`src/rtl/jtframe_sega_pkg.sv`:
```
// Shared types and constants for the Sega DB9 gamepad reader.
package jtframe_sega_pkg;

    // Sequencer states: one idle period followed by eight select phases
    typedef enum logic [3:0] {
        ST_IDLE,
        ST_PH0, ST_PH1, ST_PH2, ST_PH3,
        ST_PH4, ST_PH5, ST_PH6, ST_PH7
    } state_t;

    // Bit positions in the 12-bit active-high button word
    localparam int BTN_R     = 0;
    localparam int BTN_L     = 1;
    localparam int BTN_D     = 2;
    localparam int BTN_U     = 3;
    localparam int BTN_A     = 4;
    localparam int BTN_B     = 5;
    localparam int BTN_C     = 6;
    localparam int BTN_START = 7;
    localparam int BTN_X     = 8;
    localparam int BTN_Y     = 9;
    localparam int BTN_Z     = 10;
    localparam int BTN_MODE  = 11;

    localparam int          JOY_W     = 12;
    localparam int          PIN_W     = 6;
    localparam int          NUM_PADS  = 2;
    // Buttons that every pad type reports; X/Y/Z/Mode only exist on 6-button pads
    localparam logic [11:0] BASE_MASK = 12'h0FF;
    localparam logic        IDLE_SEL  = 1'b1;

    typedef struct packed {
        logic [JOY_W-1:0] joy;
        logic             six;
        logic             present;
    } pad_res_t;

    function automatic state_t next_state(input state_t s);
        case (s)
            ST_IDLE: return ST_PH0;
            ST_PH0:  return ST_PH1;
            ST_PH1:  return ST_PH2;
            ST_PH2:  return ST_PH3;
            ST_PH3:  return ST_PH4;
            ST_PH4:  return ST_PH5;
            ST_PH5:  return ST_PH6;
            ST_PH6:  return ST_PH7;
            default: return ST_IDLE;
        endcase
    endfunction

    // Select is high while idle and in even phases, low in odd phases
    function automatic logic sel_of(input state_t s);
        case (s)
            ST_PH1, ST_PH3, ST_PH5, ST_PH7: return 1'b0;
            default:                        return IDLE_SEL;
        endcase
    endfunction

endpackage

```
`src/rtl/jtframe_sega_dec.sv`:
```
// Per-pad decoder: input synchronizer, phase scratch registers and commit.
module jtframe_sega_dec
    import jtframe_sega_pkg::*;
(
    input  logic             clk,
    input  logic             rst_n,
    input  logic [PIN_W-1:0] pin,
    input  state_t           state,
    input  logic             sample,
    input  logic             commit,
    output pad_res_t         res
);

    logic [PIN_W-1:0] s1, s2, p;
    logic [JOY_W-1:0] word;
    logic             det3, det6;

    // Two-flop synchronizer; idle lines read high through the pull-ups
    always_ff @(posedge clk or negedge rst_n) begin
        if (!rst_n) begin
            s1 <= '1;
            s2 <= '1;
        end else begin
            s1 <= pin;
            s2 <= s1;
        end
    end

    assign p = ~s2;

    // Capture each phase's lines on the last cycle of that phase
    always_ff @(posedge clk or negedge rst_n) begin
        if (!rst_n) begin
            word <= '0;
            det3 <= 1'b0;
            det6 <= 1'b0;
        end else if (sample) begin
            case (state)
                ST_PH0: begin
                    word[BTN_U] <= p[0];
                    word[BTN_D] <= p[1];
                    word[BTN_L] <= p[2];
                    word[BTN_R] <= p[3];
                    word[BTN_B] <= p[4];
                    word[BTN_C] <= p[5];
                end
                ST_PH1: begin
                    word[BTN_A]     <= p[4];
                    word[BTN_START] <= p[5];
                    // L and R both low with select low only happens with a pad attached
                    det3            <= p[3] & p[2];
                end
                ST_PH5: det6 <= &p[3:0];
                ST_PH6: begin
                    if (det6) begin
                        word[BTN_Z]    <= p[0];
                        word[BTN_Y]    <= p[1];
                        word[BTN_X]    <= p[2];
                        word[BTN_MODE] <= p[3];
                    end
                end
                default: ;
            endcase
        end
    end

    // Publish the whole scan at once; absent pads never leak stale scratch data
    always_ff @(posedge clk or negedge rst_n) begin
        if (!rst_n) begin
            res <= '0;
        end else if (commit) begin
            res.present <= det3;
            res.six     <= det3 & det6;
            res.joy     <= !det3 ? '0 : (det6 ? word : (word & BASE_MASK));
        end
    end

endmodule

```
`src/rtl/jtframe_sega_joyrd.sv`:
```
// Two-pad Sega DB9 reader: shared select sequencer plus one decoder per pad.
module jtframe_sega_joyrd
    import jtframe_sega_pkg::*;
#(
    parameter int PHASE_CYC = 480,
    parameter int IDLE_CYC  = 96000,
    parameter int CW        = 17
) (
    input  logic              clk,
    input  logic              rst_n,
    input  logic [PIN_W-1:0]  joy1_pin,
    input  logic [PIN_W-1:0]  joy2_pin,
    output logic              joy_select,
    output logic [JOY_W-1:0]  joy1,
    output logic [JOY_W-1:0]  joy2,
    output logic              six1,
    output logic              six2,
    output logic              present1,
    output logic              present2,
    output logic              scan_done
);

    state_t                         state;
    logic [CW-1:0]                  cnt;
    logic                           last, sample, commit;
    logic [NUM_PADS-1:0][PIN_W-1:0] pins;
    pad_res_t [NUM_PADS-1:0]        res;

    assign sample = (state != ST_IDLE) && (cnt == CW'(PHASE_CYC-1));
    assign last   = (state == ST_IDLE) ? (cnt == CW'(IDLE_CYC-1)) : sample;
    assign commit = (state == ST_PH7) && sample;

    // Phase sequencer; select is registered alongside the state it belongs to
    always_ff @(posedge clk or negedge rst_n) begin
        if (!rst_n) begin
            state      <= ST_IDLE;
            cnt        <= '0;
            joy_select <= IDLE_SEL;
            scan_done  <= 1'b0;
        end else begin
            scan_done <= commit;
            if (last) begin
                cnt        <= '0;
                state      <= next_state(state);
                joy_select <= sel_of(next_state(state));
            end else begin
                cnt <= cnt + 1'b1;
            end
        end
    end

    assign pins[0] = joy1_pin;
    assign pins[1] = joy2_pin;

    for (genvar g = 0; g < NUM_PADS; g++) begin : g_pad
        jtframe_sega_dec u_dec (
            .clk    (clk),
            .rst_n  (rst_n),
            .pin    (pins[g]),
            .state  (state),
            .sample (sample),
            .commit (commit),
            .res    (res[g])
        );
    end

    assign joy1     = res[0].joy;
    assign six1     = res[0].six;
    assign present1 = res[0].present;
    assign joy2     = res[1].joy;
    assign six2     = res[1].six;
    assign present2 = res[1].present;

endmodule

```
`config.mk`:
```
export PLATFORM = sky130hd
export DESIGN_NAME = jtframe_sega_joyrd
export DESIGN_NICKNAME = d
export VERILOG_FILES = /design/src/rtl/jtframe_sega_pkg.sv /design/src/rtl/jtframe_sega_dec.sv /design/src/rtl/jtframe_sega_joyrd.sv
export SDC_FILE = /design/constraint.sdc
export NUM_CORES = 1
export LEC_CHECK = 0
export BUFFER_PORTS_ARGS = -buffer_cell sky130_fd_sc_hd__buf_2
export CORE_MARGIN = 1
export CORE_UTILIZATION = 35
export CTS_BUF_LIST = sky130_fd_sc_hd__clkbuf_8
export DETAILED_ROUTE_END_ITERATION = 12
export GPL_ROUTABILITY_DRIVEN = 1
export PLACE_DENSITY = 0.57
export SYNTH_ARGS = -nofsm -noshare
export SYNTH_HDL_FRONTEND = slang
export SYNTH_SLANG_ARGS = --single-unit
```
`constraint.sdc`:
```
create_clock -name clk -period 2.56 [get_ports clk]
set_input_delay 0.256 -clock clk [delete_from_list [all_inputs] [get_ports clk]]
set_output_delay 0.256 -clock clk [all_outputs]
set_load 0.02 [all_outputs]
```
==> reports/qor.yml, run 1 <==
synth_area_mm2: 0.00404
synth_nets: 377
grt_pass1_wl_um: 12500
crit_path_max_incr_delay_ns: 0.43
maxCapViolCount: 0
cpMostUsedCell: "buf_4"
fp.dieW_um: 109
cts.clk_slew.worst_paths_ns: 0.10
synthDistinctLibCells: 37
drt_iter0_markers: 176
fmax_mhz: 449
synthCells: 357
slowest_stage: "dfrtp_1"
route.met2.wl_um: 3380
placed_area_mm2: 0.00442
detail_route.wl_per_cell_um: 13.0
fp.dieArea_mm2: 0.0120
ir_drop_uv: 315
numPortBuffers: 43
final_area_mm2: 0.00474
fin_setup_tns_ns: 0
holdWs_ns: 0.307
htree_levels: 3
fillers: 1100
arrival_ns: 2.51
worst_pin_slew_ns: 0.479
drt_wl_total_um: 7330
top_layer_used: "met4"
via_per_inst: 4.69
die-height_um: 109
criticalPathCategory: "reg -> reg"
wl_met3_um: 276
outcome: "finished, final reports clean"
finalMaxSlewViolations: 0
final_cells: 564
ant_nets: 0
cellLeakagePower_nw: 2.21
insertion_delay_ns: 0.37
finClkSkew_ns: 0.0122
gp_congestion: 0.759
path_max_fanout: 20
num_antenna_cells: 0
start_kind: "flop"
io_pins: 44
routed-via-count: 2643
r2r-end: "g_pad[0].u_dec.res[12]"
grt_max_degree: 62
cp_cell_sequence: "ha_1, nor4b_1, and4_4, and4_1, buf_4, buf_4, nand4_1, o21ai_0"
layout_min_cycle_time_ns: 2.23
dp_hpwl_um: 5100
grt_pass1_vias: 2589
grt_use_total_pct: 13.6
p_per_area_mw_per_mm2: 564
setup.worst_path.end_class: "flop"
hold_viol: 0
fin_crit_sh_pct: 86.9
coreArea_mm2: 0.0110
cts_tree: "done"
m1WireLength_um: 3540
p_total_mw: 2.67
hold_path_class: "in -> async"
rows: 38
synth_edf_count: 0
dr.pass1.iters: 4
synth_area_per_cell_um2: 11.3
antenna_found_initial: 0
post_cts_buffers: 0
synth-seq-area-share_pct: 64.5
dp_cells: 535
async_flop_share_pct: 100
clockBufferDepth: 2
setup_ws_ns: 0.334
r2r-start: "cnt[0]"
reg2regPathDepth: 8
reg2reg_setup_slack_ns: 0.33
clock_tree.root_cell: "clkbuf_8"
overflow: 0
cts.sinks: 103
nets: 439
synth_flop_cell: "dfrtp_1"
cts_buffers: 9
syn2layout_area_growth_pct: 17.2
setup_violations: 0
drive_gt1_share_pct: 24.1
rsz0062_at_grt: "no"
ys_ff_latch: 103
crit_required_ns: 2.85
yosysWarnings: 0
post-place-ws_ns: 0.330
timing.slew.headroom_pct: 68.1
start_util_pct: 36.7
fin_util_pct: 43.0
remaining_drc_errors: 0
==> cells in the mapped netlist (2+ instances only) <==
cell type,number,area (µm²)
nor3_1,6,30.0
mux2_2,4,45.0
buf_4,3,22.5
nand4_1,13,81.3
clkbuf_1,2,7.51
a21o_1,2,15.0
buf_2,6,30.0
xnor2_1,8,70.1
dfrtp_1,78,1950
nor4_1,2,12.5
nor2_1,20,75.1
inv_1,32,120
or3_1,2,12.5
xor2_1,7,61.3
o211ai_1,3,22.5
o21ai_0,52,260
dfstp_2,25,657
nand2_1,29,109
ha_1,6,75.1
and3_1,6,37.5
nand2b_1,2,12.5
and4_1,2,17.5
nand3_1,31,155
buf_6,3,33.8
==> report_power, final <==
group,leakage [nW],total (mW),internal [mW],switching (mW)
Combinational,0.780,0.0605,0.0247,0.0358
Sequential,1.34,1.67,1.66,0.0109
Clock,0.0935,0.942,0.365,0.577
Total,2.21,2.67,2.05,0.624
==> routing by layer <==
layer	vias to the layer above	track usage, %
li1	1327	-
met2	41	20.7
met5	-	0
met1	1266	19.0
met4	0	5.81
met3	9	2.43
==> repair_timing <==
item	in CTS	in global routing
resized for setup	0	0
hold endpoints to repair	26	0
endpoints found under the setup margin	0	0
hold buffers	13	0
==> layout make-up <==
class	instances	area (µm²)	area share [%]
well taps	140	175	3.70
clock buffers	9	124	2.61
repair buffers	65	428	9.03
clock inverters	7	62.6	1.32
multi-input cells	208	1220	25.8
inverters	32	120	2.53
flip-flops and latches	103	2610	55.0
==> flip-flops by register name (all words and copies together) (netlist names), 2 cells and up <==
signal            count
g_pad.u_dec.s1       12
g_pad.u_dec.det3      2
g_pad.u_dec.det6      2
state                 4
cnt                  17
g_pad.u_dec.s2       12
g_pad.u_dec.word     24
g_pad.u_dec.res      28
==> logic make-up (layout without fill, tap and decap cells) <==
kind of cell | after synthesis | in the layout | share of synthesized area, %
buf+inv | 46 | 113 | 5.29
flops | 103 | 103 | 64.5
fa+ha+maj | 6 | 6 | 1.86
simple gates | 124 | 124 | 16.4
mux | 4 | 4 | 1.11
xor+xnor | 15 | 15 | 3.25
compound gates | 59 | 59 | 7.61
==> worst max-delay path: cells and delay by family, from the launching register on <==
family	cells	cell delay, ns
fa+ha+maj	1	0.27
buf+inv	2	0.38
simple gates	4	0.99
flops	1	0.43
compound gates	1	0.09
==> worst max path at each step <==
stage,slack (ns),endpoint,from
4_1_cts,0.32,g_pad[0].u_dec.res[12],cnt[0]
3_5_place_dp,0.33,g_pad[0].u_dec.res[7],cnt[0]
2_1_floorplan,0.56,g_pad[0].u_dec.det6,state[0]
5_1_grt,0.10,g_pad[0].u_dec.res[12],cnt[0]
6_report,0.33,g_pad[0].u_dec.res[12],cnt[0]
3_3_place_gp,0.34,g_pad[1].u_dec.res[9],cnt[0]
==> placed cells by master (no fill, tap or decap), drive strengths merged, types with 7 or more instances in the layout <==
cell type    netlist  final
buf               12     52
clkbuf             2      9
dfrtp             78     78
dfstp             25     25
dlygate4sd3        0     13
inv               32     33
nand2             29     29
nand3             32     32
nand4             13     13
nor2              21     21
o21ai             53     53
xnor2              8      8
xor2               7      7
(Power assumes the default switching activity.)
==> run 2: changes to the inputs <==
--- a/config.mk
+++ b/config.mk
@@ -11,6 +11,8 @@
 export CTS_BUF_LIST = sky130_fd_sc_hd__clkbuf_8
 export DETAILED_ROUTE_END_ITERATION = 12
 export GPL_ROUTABILITY_DRIVEN = 1
+export GPL_TIMING_DRIVEN = 0
+export HOLD_SLACK_MARGIN = 0.1
 export PLACE_DENSITY = 0.57
 export SYNTH_ARGS = -nofsm -noshare
 export SYNTH_HDL_FRONTEND = slang
==> run 2 against run 1 <==
  * Die area unchanged
  * Power grew 7.6%
  * Count of clock-buffer cells in the layout increased by 1
  * Clock power is 22% higher
  * Maximum frequency shrank 2.3%
  * Sequential cell count did not move
  * Global-route usage up 1.0 points
  * Register-to-register slack worse by 0.05 ns
==> reports/qor.yml, run 2 (synthesis gave the netlist of run 1 again) <==
outcome: "finished, final reports clean"
grt_pass1_wl_um: 13200
grt_max_degree: 61
cts_tree: "done"
finClkSkew_ns: 0.0126
gp_congestion: 0.774
crit_path_max_incr_delay_ns: 0.41
cts_buffers: 9
cellLeakagePower_nw: 2.26
ant_nets: 0
top_layer_used: "met4"
grt_use_total_pct: 14.6
setup.worst_path.end_class: "flop"
start_kind: "flop"
p_total_mw: 2.88
fin_setup_tns_ns: 0
crit_family: "simple AND/OR/NAND/NOR gates"
nets: 445
final_cell_mix: "78 x dfrtp_1, 52 x o21ai_0, 48 x buf_2"
seq_area_mm2: 0.00261
coreArea_mm2: 0.0110
multiInputGateArea_mm2: 0.00122
dr.pass1.iters: 5
die-height_um: 109
final_common_cell: "dfrtp_1"
arrival_ns: 2.52
final_cells: 570
wl_met3_um: 224
clock_tree.root_cell: "clkbuf_8"
fp.dieArea_mm2: 0.0120
clockBufferDepth: 2
drive_gt1_share_pct: 24.7
criticalPathCategory: "reg -> reg"
rsz0062_at_grt: "no"
setup_violations: 0
grt_pass1_vias: 2683
cp.buffers_inverters: 1
drt_iter0_markers: 167
crit_required_ns: 2.80
io_pins: 44
overflow: 0
fp.dieW_um: 109
remaining_drc_errors: 0
m1WireLength_um: 3820
cp_cell_sequence: "ha_1, nor4b_1, and4_4, nand4_1, buf_2, nand2_1, o21ai_0"
hold_path_class: "reg -> reg"
final_area_mm2: 0.00481
via_per_inst: 4.66
fmax_mhz: 439
post_cts_buffers: 0
cts.clk_slew.worst_paths_ns: 0.10
routed-via-count: 2658
reg2reg_setup_slack_ns: 0.28
detail_route.wl_per_cell_um: 13.8
slowest_stage: "dfrtp_1"
syn2layout_area_growth_pct: 19.1
fillers: 1055
finalMaxSlewViolations: 0
antenna_found_initial: 0
reg_top3: "g_pad.u_dec.res (28), g_pad.u_dec.word (24), cnt (17)"
timing.slew.headroom_pct: 49.5
insertion_delay_ns: 0.37
path_max_fanout: 10
ir_drop_uv: 259
dp_hpwl_um: 5490
worst_pin_slew_ns: 0.757
maxCapViolCount: 0
top_register: "g_pad.u_dec.res"
dp_cells: 541
largest_reg_flops: 28
numPortBuffers: 43
drt_wl_total_um: 7850
layout_min_cycle_time_ns: 2.28
cts.sinks: 103
start_util_pct: 36.7
hold_viol: 0
ctsResizeCount: 0
htree_levels: 3
fin_crit_sh_pct: 89.0
p_per_area_mw_per_mm2: 598
placed_area_mm2: 0.00446
num_antenna_cells: 0
rows: 38
route.met2.wl_um: 3680
[run 2: cell types whose count changed in the layout (fill, tap and decap cells not counted), sizes merged]
| cell | previous run | this run |
|---|---|---|
| clkinv | 5 | 0 |
| buf | 52 | 56 |
| clkbuf | 9 | 12 |
| inv | 33 | 36 |
| bufinv | 0 | 2 |
| clkinvlp | 1 | 0 |
[run 2: layer usage]
metal / vias up / GRT usage (%)
met1: 1279 / 19.5
li1: 1336 / -
met3: 8 / 3.26
met4: 0 / 6.67
met2: 35 / 22.6
met5: - / 0
[run 2: what timing repair did]
| action | in CTS | in global routing |
|---|---|---|
| setup endpoints to repair | 0 | 0 |
| hold endpoints to repair | 63 | 0 |
| hold buffers | 13 | 0 |
[run 2: power by group]
part           internal (mW)  total [mW]  switching, mW
sequential              1.66        1.67         0.0120
clock                  0.585        1.15          0.561
combinational         0.0236      0.0583         0.0347
total                   2.27        2.88          0.607
[run 2: path summary, 6_finish.rpt]
kind / to / cells after the start / start
setup / recovery: g_pad[0].u_dec.word[6] / 7 / cnt[0]
hold / removal: g_pad[1].u_dec.s2[1] / 0 / g_pad[1].u_dec.s1[1]
setup reg to reg: g_pad[0].u_dec.word[6] / 7 / cnt[0]
hold reg to reg: g_pad[1].u_dec.s2[1] / 0 / g_pad[1].u_dec.s1[1]
max in group asynchronous: g_pad[1].u_dec.s2[4] / 3 / rst_n
min in group asynchronous: cnt[0] / 2 / rst_n
[run 2: through the flow]
step / worst slack, ns / hold slack [ns] / util [%]
after global routing: 0.0231 / 0.360 / 43.6
after floorplan: 0.557 / -0.0396 / -
after global placement: 0.174 / 0.346 / 40.2
after CTS: 0.281 / 0.361 / 43.6
final: 0.283 / 0.358 / 43.6
after detailed placement: 0.309 / 0.347 / 40.4
[run 2: layout make-up]
type	count	share of cell area, %
Sequential cell	103	54.2
Inverter	32	2.49
Clock buffer	10	2.86
Clock inverter	6	1.87
Timing Repair Buffer	57	7.64
Buffer	14	1.95
Tap cell	140	3.64
Multi-Input combinational cell	208	25.4
==> run 3: changes to the inputs <==
--- a/config.mk
+++ b/config.mk
@@ -6,6 +6,7 @@
 export NUM_CORES = 1
 export LEC_CHECK = 0
 export BUFFER_PORTS_ARGS = -buffer_cell sky130_fd_sc_hd__buf_2
+export CORE_ASPECT_RATIO = 0.75
 export CORE_MARGIN = 1
 export CORE_UTILIZATION = 35
 export CTS_BUF_LIST = sky130_fd_sc_hd__clkbuf_8
==> run 3 against run 2 <==
  * Global-route usage about the same
  * Sequential cell count unchanged
  * Worst hold slack lost 0.011 ns
  * First-iteration DRC count down 1.8%
  * Clock skew fell by 0.0019 ns
  * Count of clock-buffer cells in the layout unchanged
==> reports/qor.yml, run 3 (synthesis gave the netlist of run 1 again) <==
dp_hpwl_um: 5460
routed-via-count: 2721
grt_pass1_wl_um: 13400
fmax_mhz: 439
p_int_mw: 2.07
io_pins: 44
outcome: "finished, final reports clean"
gp_congestion: 0.745
grt_max_degree: 74
cts_tree: "done"
reg_top3: "g_pad.u_dec.res (28), g_pad.u_dec.word (24), cnt (17)"
criticalPathCategory: "reg -> reg"
arrival_ns: 2.52
rows: 33
grt_pass1_vias: 2689
largest_reg_flops: 28
timing.slew.headroom_pct: 67.3
fp.dieW_um: 126
overflow: 0
path_max_fanout: 10
detail_route.wl_per_cell_um: 13.8
syn2layout_area_growth_pct: 18.2
die-height_um: 95.1
remaining_drc_errors: 0
start_kind: "flop"
dr.pass1.iters: 7
cts.sinks: 103
htree_levels: 3
top_register: "g_pad.u_dec.res"
fin_crit_sh_pct: 89.0
fin_setup_tns_ns: 0
r2r-end: "g_pad[1].u_dec.word[4]"
reg2regPathDepth: 7
grt_use_total_pct: 14.5
cellLeakagePower_nw: 2.25
worst_pin_slew_ns: 0.490
setup.worst_path.end_class: "flop"
netSwitchingPower_uw: 614
startpoint: "state[0]"
seqPwrFrac_pct: 62.2
num_antenna_cells: 0
clock_tree.root_cell: "clkbuf_8"
ir_drop_uv: 237
layout_min_cycle_time_ns: 2.28
fp.dieArea_mm2: 0.0120
r2r-start: "state[0]"
start_util_pct: 36.5
crit_end: "g_pad[1].u_dec.word[4]"
p_clk_share_pct: 35.5
coreArea_mm2: 0.0111
p_total_mw: 2.69
finalMaxSlewViolations: 0
antenna_found_initial: 0
nets: 445
cts_buffers: 9
hold_path_class: "in -> async"
crit_required_ns: 2.80
clockBufferDepth: 2
cts.clk_slew.worst_paths_ns: 0.10
reg2reg_setup_slack_ns: 0.28
maxCapViolCount: 0
final_common_cell: "dfrtp_1"
drt_wl_total_um: 7840
drt_iter0_markers: 164
finClkSkew_ns: 0.0107
final_cell_mix: "78 x dfrtp_1, 52 x o21ai_0, 48 x buf_2"
via_per_inst: 4.77
p_per_area_mw_per_mm2: 562
insertion_delay_ns: 0.38
switching_share_pct: 22.9
hold_viol: 0
fillers: 1089
ant_nets: 0
p_comb_share_pct: 2.3
setup_violations: 0
drive_gt1_share_pct: 25.1
numPortBuffers: 43
rsz0062_at_grt: "no"
[run 3: changes by cell type in the layout (fill, tap and decap cells not counted)]
cell       previous run  this run
buf_12                1         0
buf_16                0         1
bufinv_16             2         0
clkinv_2              0         2
clkinv_4              0         1
inv_1                33        32
inv_4                 0         1
inv_6                 3         2
nor4b_1               1         0
nor4b_2               0         1
[run 3: timing repair]
item,in CTS,in global routing
hold buffers,13,0
endpoints found under the setup margin,0,6
setup buffers,0,0
resized for setup,0,1
hold endpoints to repair,38,0
[run 3: stage by stage]
stage                     hold slack, ns  utilization, %  setup slack (ns)  cell area [µm²]  std cells
after global placement             0.347            40.1             0.132             4430        540
after global routing               0.354            43.2            0.0511             4780        570
after floorplan                  -0.0396               -             0.557             4040        357
final                              0.346            43.2             0.280             4780        570
after detailed placement           0.227            40.3             0.281             4460        541
after CTS                          0.349            43.1             0.247             4770        570
[run 3: layer usage]
metal / GRT usage, % / wire length, µm / vias up
met5: 0 / 0 / -
met4: 5.72 / 141 / 0
met3: 3.98 / 259 / 11
met2: 20.9 / 3370 / 41
met1: 20.8 / 4070 / 1330
li1: - / - / 1339
[run 3: power by group through the flow]
| stage | clock [mW] | combinational, mW | sequential [mW] |
|---|---|---|---|
| finish | 0.953 | 0.0611 | 1.67 |
| global route | 1.05 | 0.0704 | 1.68 |
| CTS | 0.996 | 0.0641 | 1.67 |
| detailed placement | 0 | 0.0491 | 1.70 |
| global placement | 0 | 0.0426 | 1.70 |
| floorplan | 0 | 0.000547 | 1.70 |
[run 3: how the worst min path moves through the flow]
stage / from / end / cells after the start
6_report: rst_n / g_pad[1].u_dec.res[5] / 2
5_1_grt: g_pad[1].u_dec.s1[4] / g_pad[1].u_dec.s2[4] / 0
4_1_cts: rst_n / g_pad[1].u_dec.res[5] / 2
3_5_place_dp: rst_n / g_pad[1].u_dec.res[11] / 1
3_3_place_gp: g_pad[0].u_dec.s1[0] / g_pad[0].u_dec.s2[0] / 0
2_1_floorplan: rst_n / cnt[0] / 0
[run 3: layout make-up]
type                    instances  area, µm²  area share, %
plain buffers                  14       93.8           1.96
clock buffers                  10        138           2.88
clock inverters                 6       42.5          0.890
inverters                      32        120           2.51
multi-input cells             208       1230           25.7
flip-flops and latches        103       2610           54.6
well taps                     140        175           3.66
repair buffers                 57        375           7.85
[run 3: critical path, cell delays in order, from the launching register on]
cell	delay, ns
dfrtp_1	0.42
inv_1	0.16
ha_1	0.22
or3b_1	0.38
and4_4	0.22
nand4_1	0.16
clkbuf_1	0.42
o21ai_0	0.17
